## src/rtl/mem_port_arbiter_pkg.sv

```systemverilog
//==============================================================================
// Module  : mem_port_arbiter_pkg
// Brief   : Shared state encoding, default widths and port IDs for the arbiter.
// Revision: 1.0
//==============================================================================
`default_nettype none

package mem_port_arbiter_pkg;

    localparam int c_def_dw = 4;
    localparam int c_def_aw = 2;

    localparam logic c_port0 = 1'b0;
    localparam logic c_port1 = 1'b1;

    typedef enum logic [1:0] {
        ST_IDLE    = 2'd0,
        ST_ISSUE   = 2'd1,
        ST_RD_WAIT = 2'd2,
        ST_RESP    = 2'd3
    } state_t;

endpackage

`default_nettype wire

```

## src/rtl/mem_port_arbiter_if.sv

```systemverilog
//==============================================================================
// Module  : mem_port_arbiter_if
// Brief   : Two requester command/response channels plus the RAM-side bus.
// Revision: 1.0
//==============================================================================
`default_nettype none

interface mem_port_arbiter_if
    import mem_port_arbiter_pkg::*;
#(
    parameter int DW = c_def_dw,
    parameter int AW = c_def_aw
) ();

    logic          req0_valid;
    logic          req0_ready;
    logic          req0_we;
    logic [AW-1:0] req0_addr;
    logic [DW-1:0] req0_wdata;
    logic          rsp0_valid;
    logic [DW-1:0] rsp0_data;
    logic          rsp0_ready;

    logic          req1_valid;
    logic          req1_ready;
    logic          req1_we;
    logic [AW-1:0] req1_addr;
    logic [DW-1:0] req1_wdata;
    logic          rsp1_valid;
    logic [DW-1:0] rsp1_data;
    logic          rsp1_ready;

    logic          mem_we;
    logic          mem_re;
    logic [AW-1:0] mem_addr;
    logic [DW-1:0] mem_wdata;
    logic [DW-1:0] mem_rdata;

    logic          busy;

    modport slave (
        input  req0_valid, req0_we, req0_addr, req0_wdata, rsp0_ready,
        input  req1_valid, req1_we, req1_addr, req1_wdata, rsp1_ready,
        input  mem_rdata,
        output req0_ready, rsp0_valid, rsp0_data,
        output req1_ready, rsp1_valid, rsp1_data,
        output mem_we, mem_re, mem_addr, mem_wdata, busy
    );

    modport master (
        output req0_valid, req0_we, req0_addr, req0_wdata, rsp0_ready,
        output req1_valid, req1_we, req1_addr, req1_wdata, rsp1_ready,
        output mem_rdata,
        input  req0_ready, rsp0_valid, rsp0_data,
        input  req1_ready, rsp1_valid, rsp1_data,
        input  mem_we, mem_re, mem_addr, mem_wdata, busy
    );

endinterface

`default_nettype wire

```

## src/rtl/mem_port_arbiter_rr_arb2.sv

```systemverilog
//==============================================================================
// Module  : rr_arb2
// Brief   : Combinational two-request round-robin grant.
// Revision: 1.0
//==============================================================================
`default_nettype none

module rr_arb2
    import mem_port_arbiter_pkg::*;
(
    input  wire logic valid0,
    input  wire logic valid1,
    input  wire logic last_grant,
    output logic      grant_valid,
    output logic      grant_port
);

    always_comb begin
        grant_valid = valid0 | valid1;
        grant_port  = c_port0;
        // On a tie the port that did not win last time gets the grant.
        if (valid0 && valid1) begin
            grant_port = ~last_grant;
        end else if (valid1) begin
            grant_port = c_port1;
        end
    end

endmodule

`default_nettype wire

```

## src/rtl/mem_port_arbiter.sv

```systemverilog
//==============================================================================
// Module  : mem_port_arbiter
// Brief   : Round-robin two-port command sequencer for the 4x4 vending RAM.
// Revision: 1.0
//==============================================================================
`default_nettype none

module mem_port_arbiter
    import mem_port_arbiter_pkg::*;
#(
    parameter int DW = c_def_dw,
    parameter int AW = c_def_aw
) (
    input  wire logic             clk,
    input  wire logic             rst_n,
    mem_port_arbiter_if.slave     bus
);

    state_t        r_state;
    state_t        w_next_state;
    logic          r_last_grant;
    logic          r_owner;
    logic          r_cmd_we;
    logic [AW-1:0] r_cmd_addr;
    logic [DW-1:0] r_cmd_wdata;
    logic [DW-1:0] r_rsp_data;

    logic          w_gnt_valid;
    logic          w_gnt_port;
    logic          w_accept;
    logic          w_rsp_fire;
    logic          w_issue;

    rr_arb2 u_rr_arb2 (
        .valid0      (bus.req0_valid),
        .valid1      (bus.req1_valid),
        .last_grant  (r_last_grant),
        .grant_valid (w_gnt_valid),
        .grant_port  (w_gnt_port)
    );

    // Ready is held low while reset is asserted so no output toggles during reset.
    assign w_accept   = rst_n && (r_state == ST_IDLE) && w_gnt_valid;
    assign w_rsp_fire = (r_state == ST_RESP) &&
                        ((r_owner == c_port1) ? bus.rsp1_ready : bus.rsp0_ready);
    assign w_issue    = (r_state == ST_ISSUE);

    always_ff @(posedge clk) begin
        if (!rst_n) begin
            r_state <= ST_IDLE;
        end else begin
            r_state <= w_next_state;
        end
    end

    always_comb begin
        w_next_state = r_state;
        case (r_state)
            ST_IDLE:    if (w_accept) w_next_state = ST_ISSUE;
            ST_ISSUE:   w_next_state = r_cmd_we ? ST_IDLE : ST_RD_WAIT;
            ST_RD_WAIT: w_next_state = ST_RESP;
            ST_RESP:    if (w_rsp_fire) w_next_state = ST_IDLE;
            default:    w_next_state = ST_IDLE;
        endcase
    end

    always_ff @(posedge clk) begin
        if (!rst_n) begin
            r_last_grant <= c_port1;
            r_owner      <= c_port0;
            r_cmd_we     <= 1'b0;
            r_cmd_addr   <= '0;
            r_cmd_wdata  <= '0;
            r_rsp_data   <= '0;
        end else begin
            if (w_accept) begin
                r_last_grant <= w_gnt_port;
                r_owner      <= w_gnt_port;
                r_cmd_we     <= (w_gnt_port == c_port1) ? bus.req1_we    : bus.req0_we;
                r_cmd_addr   <= (w_gnt_port == c_port1) ? bus.req1_addr  : bus.req0_addr;
                r_cmd_wdata  <= (w_gnt_port == c_port1) ? bus.req1_wdata : bus.req0_wdata;
            end
            // The RAM read is registered, so its data is valid one cycle after ISSUE.
            if (r_state == ST_RD_WAIT) begin
                r_rsp_data <= bus.mem_rdata;
            end
        end
    end

    assign bus.req0_ready = w_accept && (w_gnt_port == c_port0);
    assign bus.req1_ready = w_accept && (w_gnt_port == c_port1);

    assign bus.mem_we     = w_issue && r_cmd_we;
    assign bus.mem_re     = w_issue && !r_cmd_we;
    assign bus.mem_addr   = w_issue ? r_cmd_addr  : '0;
    assign bus.mem_wdata  = w_issue ? r_cmd_wdata : '0;

    assign bus.rsp0_valid = (r_state == ST_RESP) && (r_owner == c_port0);
    assign bus.rsp1_valid = (r_state == ST_RESP) && (r_owner == c_port1);
    assign bus.rsp0_data  = bus.rsp0_valid ? r_rsp_data : '0;
    assign bus.rsp1_data  = bus.rsp1_valid ? r_rsp_data : '0;

    assign bus.busy       = (r_state != ST_IDLE);

endmodule

`default_nettype wire

```

## src/flat_wrapper.sv

```systemverilog
// flat-port wrapper written by rule: the top's interface ports become plain ports
module mem_port_arbiter_flat import mem_port_arbiter_pkg::*;
#(
    parameter int DW = c_def_dw,
    parameter int AW = c_def_aw
)
  (clk, rst_n, bus_req0_valid, bus_req0_we, bus_req0_addr, bus_req0_wdata, bus_rsp0_ready, bus_req1_valid, bus_req1_we, bus_req1_addr, bus_req1_wdata, bus_rsp1_ready, bus_mem_rdata, bus_req0_ready, bus_rsp0_valid, bus_rsp0_data, bus_req1_ready, bus_rsp1_valid, bus_rsp1_data, bus_mem_we, bus_mem_re, bus_mem_addr, bus_mem_wdata, bus_busy);
  mem_port_arbiter_if #(.DW(DW), .AW(AW)) bus_i ();
  input  wire logic clk;
  input  wire logic rst_n;
  input wire logic [$bits(bus_i.req0_valid)-1:0] bus_req0_valid;
  input wire logic [$bits(bus_i.req0_we)-1:0] bus_req0_we;
  input wire logic [$bits(bus_i.req0_addr)-1:0] bus_req0_addr;
  input wire logic [$bits(bus_i.req0_wdata)-1:0] bus_req0_wdata;
  input wire logic [$bits(bus_i.rsp0_ready)-1:0] bus_rsp0_ready;
  input wire logic [$bits(bus_i.req1_valid)-1:0] bus_req1_valid;
  input wire logic [$bits(bus_i.req1_we)-1:0] bus_req1_we;
  input wire logic [$bits(bus_i.req1_addr)-1:0] bus_req1_addr;
  input wire logic [$bits(bus_i.req1_wdata)-1:0] bus_req1_wdata;
  input wire logic [$bits(bus_i.rsp1_ready)-1:0] bus_rsp1_ready;
  input wire logic [$bits(bus_i.mem_rdata)-1:0] bus_mem_rdata;
  output wire logic [$bits(bus_i.req0_ready)-1:0] bus_req0_ready;
  output wire logic [$bits(bus_i.rsp0_valid)-1:0] bus_rsp0_valid;
  output wire logic [$bits(bus_i.rsp0_data)-1:0] bus_rsp0_data;
  output wire logic [$bits(bus_i.req1_ready)-1:0] bus_req1_ready;
  output wire logic [$bits(bus_i.rsp1_valid)-1:0] bus_rsp1_valid;
  output wire logic [$bits(bus_i.rsp1_data)-1:0] bus_rsp1_data;
  output wire logic [$bits(bus_i.mem_we)-1:0] bus_mem_we;
  output wire logic [$bits(bus_i.mem_re)-1:0] bus_mem_re;
  output wire logic [$bits(bus_i.mem_addr)-1:0] bus_mem_addr;
  output wire logic [$bits(bus_i.mem_wdata)-1:0] bus_mem_wdata;
  output wire logic [$bits(bus_i.busy)-1:0] bus_busy;
  assign bus_i.req0_valid = bus_req0_valid;
  assign bus_i.req0_we = bus_req0_we;
  assign bus_i.req0_addr = bus_req0_addr;
  assign bus_i.req0_wdata = bus_req0_wdata;
  assign bus_i.rsp0_ready = bus_rsp0_ready;
  assign bus_i.req1_valid = bus_req1_valid;
  assign bus_i.req1_we = bus_req1_we;
  assign bus_i.req1_addr = bus_req1_addr;
  assign bus_i.req1_wdata = bus_req1_wdata;
  assign bus_i.rsp1_ready = bus_rsp1_ready;
  assign bus_i.mem_rdata = bus_mem_rdata;
  assign bus_req0_ready = bus_i.req0_ready;
  assign bus_rsp0_valid = bus_i.rsp0_valid;
  assign bus_rsp0_data = bus_i.rsp0_data;
  assign bus_req1_ready = bus_i.req1_ready;
  assign bus_rsp1_valid = bus_i.rsp1_valid;
  assign bus_rsp1_data = bus_i.rsp1_data;
  assign bus_mem_we = bus_i.mem_we;
  assign bus_mem_re = bus_i.mem_re;
  assign bus_mem_addr = bus_i.mem_addr;
  assign bus_mem_wdata = bus_i.mem_wdata;
  assign bus_busy = bus_i.busy;
  mem_port_arbiter #(.DW(DW), .AW(AW)) u_core (.clk(clk), .rst_n(rst_n), .bus(bus_i));
endmodule
```

## config.mk

```make
export PLATFORM = sky130hd
export DESIGN_NAME = mem_port_arbiter_flat
export DESIGN_NICKNAME = d
export VERILOG_FILES = /design/src/rtl/mem_port_arbiter_pkg.sv /design/src/rtl/mem_port_arbiter_if.sv /design/src/rtl/mem_port_arbiter_rr_arb2.sv /design/src/rtl/mem_port_arbiter.sv /design/src/flat_wrapper.sv
export SDC_FILE = /design/constraint.sdc
export NUM_CORES = 1
export LEC_CHECK = 0
export CORE_MARGIN = 5
export CORE_UTILIZATION = 38
export CTS_CLUSTER_DIAMETER = 40
export DETAILED_ROUTE_END_ITERATION = 12
export PLACE_DENSITY = 0.87
export SKIP_LAST_GASP = 1
export SLEW_MARGIN = 10
export SYNTH_ARGS = -nofsm -noshare
export SYNTH_HDL_FRONTEND = slang
export SYNTH_SLANG_ARGS = --single-unit
```

## constraint.sdc

```tcl
create_clock -name clk -period 1.6 [get_ports clk]
set_clock_uncertainty 0.15 [all_clocks]
set_input_delay 0.24 -clock clk [delete_from_list [all_inputs] [get_ports clk]]
set_output_delay 0.24 -clock clk [all_outputs]
set_load 0.03 [all_outputs]
```

==> results of run 1 <==
-- state kept, by name (all words and copies together), names as in the netlist, named ones only --
register	flops
u_core.r_cmd_we	1
u_core.r_owner	1
u_core.r_last_grant	1
u_core.r_cmd_addr	2
u_core.r_state	1
u_core.r_cmd_wdata	4
u_core.r_rsp_data	4
-- metal layers --
metal / up-vias / global-route usage
li1: 446 / -
met1: 425 / 0.159
met2: 33 / 0.297
met3: 2 / 0.0452
met4: 0 / 0.0596
met5: - / 0
-- worst max-delay path: stages, from the launching register on --
cell	delay, ns
sky130_fd_sc_hd__dfxtp_2	0.34
sky130_fd_sc_hd__buf_6	0.12
sky130_fd_sc_hd__and2b_4	0.30
sky130_fd_sc_hd__nand2b_1	0.10
sky130_fd_sc_hd__inv_2	0.07
sky130_fd_sc_hd__buf_6	0.12
-- cell families (layout without fill, tap and decap cells) --
kind of cell,after synthesis,after routing
compound gates,22,22
mux,5,5
simple gates,46,46
flops,15,15
buf+inv,11,68
-- final timing paths --
check                                 startpoint  slack [ns]                           end
hold / removal                    bus_req0_valid        0.27   u_core.r_owner$_SDFFE_PN0P_
hold reg to reg      u_core.r_owner$_SDFFE_PN0P_        0.36   u_core.r_owner$_SDFFE_PN0P_
setup reg to reg  u_core.r_state[0]$_SDFFE_PN0P_        0.10  u_core.r_cmd_we$_SDFFE_PN0P_
setup / recovery                       flip-flop       -0.13                    bus_mem_re
-- power breakdown --
| group | switching [W] | internal (W) |
|---|---|---|
| combinational | 0.000195 | 0.000218 |
| sequential | 0.0000265 | 0.000410 |
| clock | 0.000133 | 0.0000931 |
| total | 0.000354 | 0.000721 |
-- cell type report --
type	count	area (um^2)
multi-input combinational	73	571
fill	173	628
timing repair buffer	58	603
clock inverter	1	5.00
sequential	15	304
tap	28	35.0
clock buffer	3	22.5
inverter	6	22.5
-- timing repair --
item                       4_1_cts  5_1_grt
setup endpoints to repair       19       21
gates resized for setup         31       22
gates cloned                     0        0
setup buffers                    5        0
pin swaps                        7        6
-- cell usage after synthesis --
| library cell | number |
|---|---|
| sky130_fd_sc_hd__buf_6 | 2 |
| sky130_fd_sc_hd__and3_1 | 1 |
| sky130_fd_sc_hd__o21ai_0 | 2 |
| sky130_fd_sc_hd__or2b_1 | 1 |
| sky130_fd_sc_hd__and2b_1 | 1 |
| sky130_fd_sc_hd__a21boi_2 | 1 |
| sky130_fd_sc_hd__nor2b_2 | 1 |
| sky130_fd_sc_hd__dfxtp_1 | 15 |
| sky130_fd_sc_hd__nand2b_1 | 1 |
| sky130_fd_sc_hd__clkbuf_2 | 1 |
| sky130_fd_sc_hd__buf_4 | 1 |
| sky130_fd_sc_hd__o21ba_2 | 1 |
| sky130_fd_sc_hd__nor2_1 | 6 |
| sky130_fd_sc_hd__a311oi_2 | 6 |
| sky130_fd_sc_hd__o211ai_1 | 1 |
| sky130_fd_sc_hd__buf_1 | 1 |
| sky130_fd_sc_hd__nand3_1 | 1 |
| sky130_fd_sc_hd__and2_1 | 15 |
| sky130_fd_sc_hd__mux2i_1 | 5 |
| sky130_fd_sc_hd__a21oi_1 | 9 |
| sky130_fd_sc_hd__and2_4 | 1 |
| sky130_fd_sc_hd__inv_1 | 6 |
| sky130_fd_sc_hd__nand2_1 | 17 |
| sky130_fd_sc_hd__a21bo_2 | 1 |
| sky130_fd_sc_hd__or2_2 | 1 |
| sky130_fd_sc_hd__a311oi_4 | 1 |
-- per-stage QoR --
step | total power (W) | hold slack [ns]
after floorplan | 0.000646 | 0.179
after global placement | 0.000785 | 0.353
after detailed placement | 0.000794 | 0.359
after CTS | 0.00107 | 0.373
after global routing | 0.00114 | 0.327
final | 0.00107 | 0.273
==> results_dict.tcl, run 1 <==
set metrics [dict create \
    slew_headroom 0.830 \
    pin_count 45 \
    max-vdd-ir-drop_uv 424 \
    worst_r2r_path_depth 6 \
    drive_gt1_frac 0.468 \
    synth.top_cells.by_area "sky130_fd_sc_hd__dfxtp_1 35%, sky130_fd_sc_hd__and2_1 11%, sky130_fd_sc_hd__a311oi_2 10%" \
    routed-via-count 906 \
    finish.cell_count_without_fillers 184 \
    synth_warnings 0 \
    final_util 0.713 \
    clock-root-buffer "sky130_fd_sc_hd__clkbuf_4" \
    ctsHoldBuffers 0 \
    hpwlAfterDp_mm 1.91 \
    clock_sinks 15 \
    wire_length_the_detailed_router_placed_on_met1_um 972 \
    port_buffers 44 \
    run_status "complete, but fails checks" \
    die_width_um 57.5 \
    drc_viols 0 \
    worst_ep_required_time_ns 1.21 \
    max_slew.worst_pin.slew_ns 0.255 \
    antenna-diode-count 0 \
    first_global_vias 919 \
    detail_route.wl_per_cell_um 14.0 \
    postSynthNetCount 123 \
    fraction_of_post_synthesis_cell_area_in_the_top_cell_type_by_area 0.350 \
    drt-vias-per-instance 4.92 \
    yosys-mux-area-fraction 0.0583 \
    global_route.overflow_total 0 \
    synth.yosys.seq_area_share 0.350 \
    grt_pass1_wl_mm 4.00 \
    final_antenna_net_count 0 \
    fmax_mhz 579 \
    antenna_found_initial 0 \
    final_common_cell "sky130_fd_sc_hd__buf_6" \
    syn_area_per_cell_um2 8.67 \
    synth-xor-area-share 0 \
    yosys.area_share.adder 0 \
    max_cap_viol_count 0 \
    synth.largest_area_cell "sky130_fd_sc_hd__dfxtp_1" \
    syn2layout_area_growth_pct 82.1 \
    cts_buffer_depth 2 \
    tritoncts "yes" \
    rows 17 \
    global_route.usage.total 0.157 \
    rsz0062_at_grt "yes" \
    p_per_area_nw_per_um2 688 \
    netlist_area_before_placement_um2 858 \
    worstHoldPathType "in2reg" \
    initialDrtViolationCount 10 \
    top_signal_layer_used "met4" \
    failed_checks "setup timing" \
    yosys.area_share.simple 0.276 \
    combinational_family_with_the_most_area_after_synthesis "simple AND/OR/NAND/NOR gates" \
    postSynthCellCount 99 \
    die-height_um 57.5 \
    synth-compound-area-share 0.245 \
    die-area_um2 3310 \
    floorplan.initialDensity 0.392 \
    final_cell_mix "22 x sky130_fd_sc_hd__buf_6, 21 x sky130_fd_sc_hd__clkdlybuf4s50_1, 16 x sky130_fd_sc_hd__nand2_1" \
    clkLatencyLatePin_ns 0.29 \
    min_period_over_period 1.08 \
    final_worst_setup_slack_ns -0.127 \
    power.leakage_nw 0.725 \
    setup.worst_path.start_class "flip-flop" \
    cp-end-kind "output pin" \
    finalSetupViolations 19 \
    critical_path_peak_fanout 8 \
    report.final.slew_viol_count 0 \
    place_area_um2 1340 \
    hold_viol 0 \
    met3RoutedLength_um 183 \
    met2_length_mm 1.40 \
    numnets_final 181 \
    tritoncts.num_buffers 3 \
    path_class "reg2out" \
    min_path_cells 4 \
    synth_seq_cells 15 \
    grt_max_degree 10 \
    setup_total_negative_slack_ns -1.69 \
    timing.final.crit_period_ns 1.73 \
    number_of_cells_in_the_design_after_placement 175 \
    worst_setup_hold_path_clk_slew_ns 0.10 \
    post_synth_num_cell_types 26 \
    htreeDepth 1 \
    cp.arrival_ns 1.34 \
    wl_mm 2.57 \
    gpl.final_weighted_congestion 0.806 \
    preCtsSetupSlack_ns -0.131 \
    layout.cell_area.non_filler_um2 1560 \
    core_area_um2 2190 \
    firstDrtPassIters 4 \
]
No activity file was read; power rests on OpenSTA's default activity.
==> run 2: changes to the inputs <==
- ABC_CLOCK_PERIOD_IN_PS: unset -> 1600
- PLACE_DENSITY: 0.87 -> unset
- PLACE_DENSITY_LB_ADDON: unset -> 0.3
==> run 2 against run 1 <==
  * The flow still finishes with violations (setup timing)
  * Critical path depth did not move
  * Via count is 2.9% lower
  * Fmax rose by 0.30%
  * Total power is 2.5% lower
  * Clock power decreased by 4%
  * Setup slack gained 0.0051 ns
  * Sequential power shrank 0.9%
  * Sequential share of layout area rose by 0.98 points
  * Critical endpoint unchanged
  * Largest power group unchanged
==> results_dict.tcl, run 2 (synthesis results as in run 1) <==
set metrics [dict create \
    finalSetupViolations 18 \
    holdCritStartpoint "u_core.r_owner$_SDFFE_PN0P_" \
    die_width_um 57.5 \
    cts_buffer_depth 2 \
    max_cap_viol_count 0 \
    final_worst_setup_slack_ns -0.122 \
    grt.met2_usage 0.255 \
    worstReg2RegStart "u_core.r_state[0]$_SDFFE_PN0P_" \
    cp-end-kind "output pin" \
    floorplan.initialDensity 0.392 \
    hold_viol 0 \
    worst_r2r_path_depth 6 \
    report.final.slew_viol_count 0 \
    min_period_over_period 1.08 \
    tritoncts.num_buffers 3 \
    htreeDepth 1 \
    use_met1 0.172 \
    clkLatencyLatePin_ns 0.28 \
    grt_use_met3 0.0385 \
    first_global_vias 886 \
    max-vdd-ir-drop_uv 629 \
    path_class "reg2out" \
    port_buffers 44 \
    globalRoute.busiestLayer "met2" \
    wl_mm 2.37 \
    cp.arrival_ns 1.33 \
    worst_ep_required_time_ns 1.21 \
    failed_checks "setup timing" \
    run_status "complete, but fails checks" \
    die-height_um 57.5 \
    final_cell_mix "23 x sky130_fd_sc_hd__clkdlybuf4s50_1, 17 x sky130_fd_sc_hd__buf_6, 16 x sky130_fd_sc_hd__nand2_1" \
    worst_setup_hold_path_clk_slew_ns 0.09 \
    clock_sinks 15 \
    die-area_um2 3310 \
    tritoncts "yes" \
    gpl.final_weighted_congestion 0.749 \
    initialDrtViolationCount 4 \
    rsz0062_at_grt "yes" \
    hpwlAfterDp_mm 1.72 \
    numnets_final 179 \
    min_path_cells 2 \
    max_slew.worst_pin.slew_ns 0.251 \
    setup_total_negative_slack_ns -1.39 \
    global_route.overflow_total 0 \
    worst-r2r-setup-slack_ns 0.14 \
    final_util 0.679 \
    worstHoldPathType "reg2reg" \
    antenna_found_initial 0 \
    critical_path_peak_fanout 8 \
    drc_viols 0 \
    final_antenna_net_count 0 \
    p_per_area_nw_per_um2 705 \
    timing.final.crit_period_ns 1.72 \
    drt-vias-per-instance 4.84 \
    power.leakage_nw 0.676 \
    grt_pass1_wl_mm 3.84 \
    rows 17 \
    clock-root-buffer "sky130_fd_sc_hd__clkbuf_4" \
    routed-via-count 880 \
    pin_count 45 \
    firstDrtPassIters 2 \
    top_regs "u_core.r_cmd_wdata: 4 flops, u_core.r_rsp_data: 4 flops, u_core.r_cmd_addr: 2 flops" \
    setup.worst_path.start_class "flip-flop" \
    rr_endpoint "u_core.r_cmd_wdata[2]$_SDFFE_PN0P_" \
    detail_route.wl_per_cell_um 13.0 \
    global_route.usage.total 0.148 \
    core_area_um2 2190 \
    fill_cells 185 \
    slew_headroom 0.831 \
    drive_gt1_frac 0.435 \
    syn2layout_area_growth_pct 73.3 \
    holdPathEnd "u_core.r_owner$_SDFFE_PN0P_" \
    ctsHoldBuffers 0 \
    final_common_cell "sky130_fd_sc_hd__clkdlybuf4s50_1" \
    fmax_mhz 581 \
    grt_max_degree 14 \
    antenna-diode-count 0 \
]
[run 2: changes by cell type in the layout (fill, tap and decap cells not counted), moves of 2 or more]
cell | previous run | this run
sky130_fd_sc_hd__buf_6 | 22 | 17
sky130_fd_sc_hd__buf_4 | 10 | 14
sky130_fd_sc_hd__clkdlybuf4s50_1 | 21 | 23
sky130_fd_sc_hd__dlymetal6s2s_1 | 2 | 0
sky130_fd_sc_hd__inv_1 | 4 | 6
sky130_fd_sc_hd__inv_2 | 2 | 0
[run 2: area by class of cell]
class                      count  area, um^2  share of cell area
tap                           28        35.0              0.0235
inverter                       6        22.5              0.0151
clock inverter                 1        5.00             0.00336
clock buffer                   3        22.5              0.0151
sequential                    15         304               0.204
multi-input combinational     73         547               0.368
timing repair buffer          56         552               0.371
[run 2: worst max path at each step]
| stage | startpoint | endpoint | slack [ns] | cells after the start |
|---|---|---|---|---|
| after floorplan | u_core.r_state[0]$_SDFFE_PN0P_ | bus_req0_ready | 0.06 | 4 |
| after global routing | flip-flop | bus_mem_re | -0.19 | 5 |
| after global placement | rst_n | bus_req1_ready | -0.11 | 5 |
| after CTS | flip-flop | bus_mem_re | -0.12 | 5 |
| final | flip-flop | bus_mem_re | -0.12 | 5 |
| after detailed placement | rst_n | u_core.r_cmd_we$_SDFFE_PN0P_ | -0.12 | 5 |
[run 2: worst max-delay path: stages (launching register included)]
cell	delay (ns)
sky130_fd_sc_hd__dfxtp_2	0.33
sky130_fd_sc_hd__buf_6	0.12
sky130_fd_sc_hd__and2b_4	0.30
sky130_fd_sc_hd__nand2b_1	0.09
sky130_fd_sc_hd__inv_1	0.08
sky130_fd_sc_hd__buf_6	0.13
[run 2: what timing repair did]
item	in CTS	in global routing
endpoints found under the setup margin	19	21
setup buffers	3	1
resized for setup	27	13
pin swaps	3	5
[run 2: stage by stage]
step / power, W / setup WS [ns] / hold WS (ns) / cells / cell area (um^2)
6_report: 0.00105 / -0.122 / 0.370 / 182 / 1490
5_1_grt: 0.00111 / -0.193 / 0.394 / 182 / 1490
4_1_cts: 0.00104 / -0.116 / 0.378 / 181 / 1460
3_5_place_dp: 0.000785 / -0.121 / 0.350 / 174 / 1320
3_3_place_gp: 0.000779 / -0.112 / 0.334 / 174 / 1320
2_1_floorplan: 0.000646 / 0.0630 / 0.179 / 99 / 861
[run 2: routing by layer]
metal	wire [um]	vias to the layer above
li1	-	443
met1	974	397
met2	1150	36
met3	205	4
met4	35	0
met5	0	-
[run 2: power breakdown]
part	internal [W]	switching, W
registers	0.000410	0.0000232
clock network	0.0000927	0.000123
logic	0.000212	0.000187
total	0.000714	0.000334
==> run 3: changes to the inputs <==
- ABC_CLOCK_PERIOD_IN_PS: 1600 -> 1450
- CAP_MARGIN: unset -> 25
- CORE_UTILIZATION: 38 -> 35
- clock period: 1.6 -> 1.45 ns (I/O delays scaled with it)
==> run 3 against run 2 <==
  * The run still ends with setup timing left
  * Hold slack worse by 0.013 ns
  * Die area is 7.1% higher
  * Critical path depth is 1 lower
  * Wire length is 3.0% higher
  * Setup slack worse by 0.15 ns
  * Clock power is 13% higher
  * Global-route usage is 0.41 points higher
  * Largest power group unchanged
  * Clock-buffer cell count stayed put
  * Sequential share of layout area is 0.32 points lower
  * Highest routed layer unchanged
  * Cell area is 1.6% higher
  * Sequential cell count stayed put
==> results_dict.tcl, run 3 (synthesis results as in run 1) <==
set metrics [dict create \
    run_status "complete, but fails checks" \
    failed_checks "setup timing" \
    finalSetupViolations 20 \
    hpwlAfterDp_mm 1.90 \
    final_cell_mix "23 x sky130_fd_sc_hd__clkdlybuf4s50_1, 20 x sky130_fd_sc_hd__buf_6, 16 x sky130_fd_sc_hd__nand2_1" \
    worst_setup_hold_path_clk_slew_ns 0.09 \
    die_width_um 59.5 \
    power.leakage_nw 0.675 \
    clock_sinks 15 \
    setup_total_negative_slack_ns -4.20 \
    grt_pass1_wl_mm 4.03 \
    rsz0062_at_grt "yes" \
    min_period_over_period 1.18 \
    firstDrtPassIters 4 \
    slew_headroom 0.803 \
    slowest_delay_ns 0.34 \
    critical-path-slowest-cell "sky130_fd_sc_hd__dfxtp_2" \
    crit_path_frequent_cell "sky130_fd_sc_hd__buf_6" \
    drive_gt1_frac 0.464 \
    max_slew.worst_pin.slew_ns 0.293 \
    final_antenna_net_count 0 \
    path_class "reg2out" \
    rows 18 \
    whs_ns 0.357 \
    die-height_um 59.5 \
    critical_path_peak_fanout 8 \
    routed-via-count 889 \
    final_util 0.627 \
    final_common_cell "sky130_fd_sc_hd__clkdlybuf4s50_1" \
    max_cap_viol_count 0 \
    antenna_found_initial 0 \
    setup.worst_path.start_class "flip-flop" \
    wl_mm 2.44 \
    cts_buffer_depth 2 \
    cp.arrival_ns 1.35 \
    fmax_mhz 582 \
    crit_path_cell_trace "buf_6 -> and2b_4 -> and2_4 -> buf_6" \
    initialDrtViolationCount 15 \
    syn2layout_area_growth_pct 76.1 \
    max-vdd-ir-drop_uv 474 \
    tritoncts.num_buffers 3 \
    antenna-diode-count 0 \
    global_route.usage.total 0.152 \
    pin_count 45 \
    clock-root-buffer "sky130_fd_sc_hd__clkbuf_4" \
    worst_ep_required_time_ns 1.08 \
    worstHoldPathType "reg2reg" \
    final_worst_setup_slack_ns -0.268 \
    drc_viols 0 \
    die-area_um2 3540 \
    drt-vias-per-instance 4.86 \
    tritoncts "yes" \
    critical_path.top_delay_family "simple AND/OR/NAND/NOR gates" \
    cp-end-kind "output pin" \
    report.final.slew_viol_count 0 \
    grt_max_degree 14 \
    core_area_um2 2410 \
    port_buffers 44 \
    report.power.total_w 0.00117 \
    p_per_area_nw_per_um2 777 \
    timing.final.crit_period_ns 1.72 \
    floorplan.initialDensity 0.356 \
    top_regs "u_core.r_cmd_wdata: 4 flops, u_core.r_rsp_data: 4 flops, u_core.r_cmd_addr: 2 flops" \
    clkLatencyLatePin_ns 0.28 \
    global_route.overflow_total 0 \
    first_global_vias 933 \
    detail_route.wl_per_cell_um 13.3 \
    htreeDepth 1 \
    numnets_final 178 \
    cp_num_buf_inv 2 \
    hold_viol 0 \
    gpl.final_weighted_congestion 0.725 \
]
run 3: cell types whose count changed in the layout (fill, tap and decap cells not counted), sizes merged:
cell,delta
clkbuf,-1
run 3: what timing repair did:
item,4_1_cts,5_1_grt
setup buffers,5,1
endpoints found under the setup margin,22,31
endpoints found under the hold margin,0,0
pin swaps,1,8
gates resized for setup,32,16
hold buffers,0,0
run 3: report_power, final:
part	switching, W	total (W)	internal (W)	leakage (nW)
Clock	0.000140	0.000243	0.000102	0.0177
Combinational	0.000209	0.000451	0.000242	0.533
Sequential	0.0000283	0.000481	0.000453	0.124
Total	0.000378	0.00117	0.000797	0.675
run 3: per-layer routing:
layer / global-route usage / vias up / part of all wire / wire length (um)
met5: 0 / - / 0 / 0
met4: 0.0570 / 0 / 0.0041 / 10
met3: 0.0501 / 2 / 0.095 / 232
met2: 0.279 / 35 / 0.51 / 1250
met1: 0.158 / 408 / 0.39 / 947
li1: - / 444 / - / -
run 3: final cells by class:
type	instances	area, um^2
Tap cell	30	37.5
Sequential cell	15	304
Clock buffer	3	22.5
Clock inverter	1	5.00
Inverter	6	22.5
Fill cell	222	898
Multi-Input combinational cell	73	562
Timing Repair Buffer	55	558
run 3: worst register-to-register path: cells and delay by family, from the launching register on:
family          cells  cell delay, ns
compound gates      2            0.34
flops               1            0.33
buf+inv             2            0.26
simple gates        1            0.24
run 3: path summary, 6_finish.rpt:
check                           depth (start not counted)                           start                                 end  slack (ns)
worst max-delay path                                    4                       flip-flop                    bus_mem_wdata[1]       -0.27
worst min-delay path                                    2     u_core.r_owner$_SDFFE_PN0P_         u_core.r_owner$_SDFFE_PN0P_        0.36
worst max register to register                          5  u_core.r_state[0]$_SDFFE_PN0P_  u_core.r_cmd_wdata[3]$_SDFFE_PN0P_           0
worst min register to register                          2     u_core.r_owner$_SDFFE_PN0P_         u_core.r_owner$_SDFFE_PN0P_        0.36
run 3: metrics by stage:
step / area, um^2 / std cells / worst slack [ns]
floorplan: 865 / 99 / -0.0495
global placement: 1330 / 177 / -0.200
detailed placement: 1330 / 177 / -0.261
CTS: 1490 / 185 / -0.268
global route: 1510 / 183 / -0.326
finish: 1510 / 183 / -0.268
